<file path="src/rtl/tm_key_events.sv">
// Key-event front end for the TM1638 scan byte. It debounces the 8 raw key bits,
// turns each debounced transition into a press/release event, and queues the
// events in a first-word-fall-through FIFO that is read through valid/ready.
module tm_key_events #(
    parameter int unsigned DEBOUNCE_SCANS = 4,
    parameter int unsigned FIFO_DEPTH     = 8
) (
    input  logic                        clk,
    input  logic                        rst,
    input  logic [7:0]                  keys_raw,
    input  logic                        keys_valid,
    output logic [7:0]                  keys_stable,
    output logic                        ev_valid,
    input  logic                        ev_ready,
    output logic [3:0]                  ev_data,
    output logic [$clog2(FIFO_DEPTH):0] ev_count,
    output logic                        ev_overflow,
    input  logic                        clr_overflow
);

    localparam int unsigned    AddrW  = $clog2(FIFO_DEPTH);
    localparam logic [3:0]     CntMax = 4'(DEBOUNCE_SCANS - 1);
    localparam logic [AddrW:0] DepthC = (AddrW + 1)'(FIFO_DEPTH);

    logic [3:0]       cnt_q [8];
    logic [3:0]       cnt_d [8];
    logic [7:0]       stable_q, stable_d;
    logic [7:0]       raise;
    logic [7:0]       pend_q, pend_d;
    logic [7:0]       ptype_q, ptype_d;
    logic             ovf_q, ovf_d;
    logic             collide;

    logic [3:0]       mem_q [FIFO_DEPTH];
    logic [AddrW-1:0] wptr_q, rptr_q;
    logic [AddrW:0]   count_q;
    logic             full, pop, push, any_pend;
    logic [2:0]       sel;
    logic [7:0]       clr_mask;

    // Debounce: count consecutive differing scans per key, flip and raise an event at the limit.
    always_comb begin
        stable_d = stable_q;
        raise    = '0;
        for (int i = 0; i < 8; i++) begin
            cnt_d[i] = cnt_q[i];
            if (keys_valid) begin
                if (keys_raw[i] == stable_q[i]) begin
                    cnt_d[i] = '0;
                end else if (cnt_q[i] == CntMax) begin
                    stable_d[i] = keys_raw[i];
                    cnt_d[i]    = '0;
                    raise[i]    = 1'b1;
                end else begin
                    cnt_d[i] = cnt_q[i] + 4'd1;
                end
            end
        end
    end

    // Arbiter: lowest pending key index wins the single push slot.
    always_comb begin
        sel      = '0;
        any_pend = |pend_q;
        for (int i = 7; i >= 0; i--) begin
            if (pend_q[i]) begin
                sel = 3'(i);
            end
        end
        full     = (count_q == DepthC);
        pop      = ev_valid && ev_ready;
        push     = any_pend && (!full || pop);
        clr_mask = push ? (8'b1 << sel) : 8'b0;
    end

    // Pending stage: the push clear lands first, so a raise on a just-pushed key is a fresh set,
    // while a raise on a still-pending key cancels both events and flags the loss.
    always_comb begin
        pend_d  = pend_q & ~clr_mask;
        ptype_d = ptype_q;
        collide = 1'b0;
        for (int i = 0; i < 8; i++) begin
            if (raise[i]) begin
                if (pend_d[i]) begin
                    pend_d[i] = 1'b0;
                    collide   = 1'b1;
                end else begin
                    pend_d[i]  = 1'b1;
                    ptype_d[i] = stable_d[i];
                end
            end
        end
        if (collide) begin
            ovf_d = 1'b1;
        end else if (clr_overflow) begin
            ovf_d = 1'b0;
        end else begin
            ovf_d = ovf_q;
        end
    end

    // Debounce, pending and overflow state.
    always_ff @(posedge clk) begin
        if (rst) begin
            for (int i = 0; i < 8; i++) begin
                cnt_q[i] <= '0;
            end
            stable_q <= '0;
            pend_q   <= '0;
            ptype_q  <= '0;
            ovf_q    <= 1'b0;
        end else begin
            for (int i = 0; i < 8; i++) begin
                cnt_q[i] <= cnt_d[i];
            end
            stable_q <= stable_d;
            pend_q   <= pend_d;
            ptype_q  <= ptype_d;
            ovf_q    <= ovf_d;
        end
    end

    // FIFO pointers and occupancy; pointers wrap naturally since the depth is a power of two.
    always_ff @(posedge clk) begin
        if (rst) begin
            wptr_q  <= '0;
            rptr_q  <= '0;
            count_q <= '0;
        end else begin
            if (push) begin
                wptr_q <= wptr_q + 1'b1;
            end
            if (pop) begin
                rptr_q <= rptr_q + 1'b1;
            end
            if (push && !pop) begin
                count_q <= count_q + 1'b1;
            end else if (pop && !push) begin
                count_q <= count_q - 1'b1;
            end
        end
    end

    // FIFO storage; contents beyond the occupancy are never observed, so no reset is needed.
    always_ff @(posedge clk) begin
        if (push) begin
            mem_q[wptr_q] <= {ptype_q[sel], sel};
        end
    end

    // Outputs: head falls through while non-empty, zero otherwise.
    always_comb begin
        keys_stable = stable_q;
        ev_valid    = (count_q != '0);
        ev_count    = count_q;
        ev_data     = ev_valid ? mem_q[rptr_q] : 4'h0;
        ev_overflow = ovf_q;
    end

endmodule

</file>
<file path="config.mk">
export PLATFORM = sky130hd
export DESIGN_NAME = tm_key_events
export DESIGN_NICKNAME = d
export VERILOG_FILES = /design/src/rtl/tm_key_events.sv
export SDC_FILE = /design/constraint.sdc
export NUM_CORES = 1
export LEC_CHECK = 0
export CAP_MARGIN = 20
export CORE_ASPECT_RATIO = 1.75
export CORE_MARGIN = 8
export CORE_UTILIZATION = 57
export CTS_CLUSTER_DIAMETER = 120
export DETAILED_ROUTE_END_ITERATION = 10
export PLACE_DENSITY = 0.77
export SLEW_MARGIN = 20
export SYNTH_ARGS = -nofsm -noshare
export SYNTH_HDL_FRONTEND = slang
export SYNTH_SLANG_ARGS = --single-unit
export TNS_END_PERCENT = 30
</file>
<file path="constraint.sdc">
create_clock -name clk -period 5.95 [get_ports clk]
set_input_delay 0.8925 -clock clk [delete_from_list [all_inputs] [get_ports clk]]
set_output_delay 0.8925 -clock clk [all_outputs]
set_load 0.005 [all_outputs]
</file>
==> metrics.cfg <==
[critical_path]
rrSetupSlack_ns=2.98
worstRegToRegCells=11
r2r_end=ev_count[3]
crit_type=input port to register
worst_ep_arrival_time_ns=3.67
endpoint_kind=register
startpoint_type=input port
cp_max_fo=6
critPathLaunch=ev_ready
r2r_start=ev_count[0]
endpoint=ev_count[3]
crit_required_ns=6.22

[floorplanning]
die_h_um=137
start_util=0.578
coreArea_sq_um=8200
io-pin-count=31
die_area_sq_um=11600
rows=44
die-width_um=84.9

[clock_network]
numCtsBuffers=9
clkTransAtPathRegs_ns=0.07
holdBufCountCts=0
cts_setup_buffers=0
cts_repair_resize_count=0
htreeDepth=3
cts_root_buf=clkbuf_16
cts_tree=built
clk_latency_ns=0.34
clock_sinks=102
clockBufferDepth=2

[drt]
post_drt_wl_per_cell_um=16.0
vias=3430
drc=0
avgViaCountPerCell=5.87
drt_iter0_drc=162
totalWireLength_um=9320
drtAntennaViolNets=0
dr.pass1.iters=4

[run_status]
status=finished, final reports clean

[cells_and_area]
nFillCells=646
final_layout_size_suffix_gt1_frac=0.0833
antenna_cells=0
finalNetCount=523
syn_to_final_growth_pct=13.7
finish.utilization=0.657

[sta]
finalHoldViolCount=0
relSlewSlack=0.347
rsz0062_at_grt=no
fmax_ghz=0.294
skew_ns=0.00972
drv_slew=0
setup-tns-final_ns=0
worst_slew_pin_slew_ns=0.966
fin_crit_ns=3.40
setup_viol=0
final.period_utilization=0.572

[pwr]
p_int_mw=1.26
vdd_drop_max_mv=0.190
power_frac_comb=0.191
powerDensity_nw_per_um2=316
p_sw_mw=0.438
power_leakage_nw=1.90
total_power_mw=1.70
clkPwrFrac=0.348
p_sw_frac=0.257
seqPwrFrac=0.462

[global_route]
grt_max_degree=69
antenna_found_initial=0
grt_pass1_vias=3361
grt.total_usage=0.169
grt_pass1_wl_um=15700
grt_overflow=0

[synth]
synthArstFlopShare=0
ys_types=59
synth.avg_cell_area_sq_um=10.2
synth_top_area_frac=0.296
synthCells=465
synth_top_area_cell=dfxtp_1
ys.flop_type=dfxtp_1
yosysMostFrequentCell=nor2_1
synth-seq-cells=102
syn_area_sq_um=4740
synth_edf_count=32
synth_warnings=0
syn-num-nets=501
yosysSeqAreaShare=0.499
yosys-top-cells-count=nor2_1, dfxtp_1, edfxtp_1
synth_area_leaders=dfxtp_1, edfxtp_1, nor2_1, ha_1, mux4_2

[place]
port_buffers=30
detailed_place_hpwl_um=6880
gp_congestion=0.835

[worst_hold_path]
hold_class=register to register

[run]
cap_violations=0

-- final cells by class --
type	count	area, sq um	share of cell area
well taps	92	115	0.0214
inverters	14	52.6	0.00975
clock inverters	6	58.8	0.0109
multi-input cells	328	2240	0.415
clock buffers	10	250	0.0464
flip-flops and latches	102	2360	0.438
repair buffers	32	313	0.0581
-- sequential cells by signal (all words and copies together), names as in the netlist, 3 cells and up, named ones only --
| signal | count |
|---|---|
| cnt_q | 32 |
| mem_q | 32 |
| keys_stable | 8 |
| pend_q | 8 |
| ptype_q | 8 |
| ev_count | 4 |
| rptr_q | 3 |
| wptr_q | 3 |
-- worst min-delay path by stage --
stage,start,to,cells after the start
after floorplan,cnt_q[0][9],cnt_q[0][9],2
after global placement,cnt_q[1][9],cnt_q[1][9],2
after detailed placement,cnt_q[0][9],cnt_q[0][9],2
after CTS,cnt_q[0][9],cnt_q[0][9],2
after global routing,cnt_q[0][9],cnt_q[0][9],2
final,cnt_q[0][9],cnt_q[0][9],2
-- metal layers --
layer  up-vias  share of wire  global-route usage
li1       1736              -                   -
met1      1616           0.39               0.172
met2        60           0.55               0.321
met3        18          0.030              0.0277
met4         0          0.028              0.0907
met5         -              0                   0
-- metrics by stage --
step | hold slack (ns) | setup slack, ns | area (sq um) | std cells
4_1_cts | 0.484 | 2.62 | 5380 | 584
2_1_floorplan | 0.453 | 3.12 | 4740 | 465
5_1_grt | 0.514 | 2.35 | 5390 | 584
3_3_place_gp | 0.466 | 2.41 | 5070 | 568
3_5_place_dp | 0.474 | 2.24 | 5070 | 568
6_report | 0.481 | 2.55 | 5390 | 584
-- cells by family (layout without fill, tap and decap cells) --
family / count (synthesis) / count (layout) / synth area share
AO/OA/AOI/OAI: 84 / 84 / 0.118
XOR/XNOR: 20 / 20 / 0.0370
adder cells (fa/ha/maj): 23 / 23 / 0.0623
buffers and inverters: 35 / 62 / 0.0306
flip-flops: 102 / 102 / 0.499
multiplexers: 22 / 22 / 0.0679
AND/OR/NAND/NOR: 179 / 179 / 0.186
-- critical path, stage by stage --
cell	delay, ns
clkdlybuf4s50_1	0.47
nor2b_1	0.31
nand2_1	0.15
nand2_1	0.22
inv_2	0.10
ha_1	0.22
inv_1	0.12
ha_1	0.24
a21o_1	0.19
a21oi_1	0.22
xnor2_1	0.10
or3_1	0.31
a21oi_1	0.14
-- layout by cell type, fill, tap and decap left out, drive strengths merged, types with 12 or more instances in the layout --
cell	Yosys	routed
nor2	81	81
dfxtp	70	70
edfxtp	32	32
a21oi	30	30
clkdlybuf4s50	0	29
nand2	26	26
ha	22	22
nor3	21	21
o21ai	16	16
mux2i	13	13
inv	13	13
xor2	12	12
-- power groups by stage --
stage / Combinational, mW / Clock [mW] / Sequential [mW]
floorplan: 0.214 / 0 / 0.779
global placement: 0.317 / 0 / 0.802
detailed placement: 0.329 / 0 / 0.802
CTS: 0.329 / 0.602 / 0.787
global route: 0.360 / 0.630 / 0.794
finish: 0.324 / 0.592 / 0.786
(Power assumes the default switching activity.)
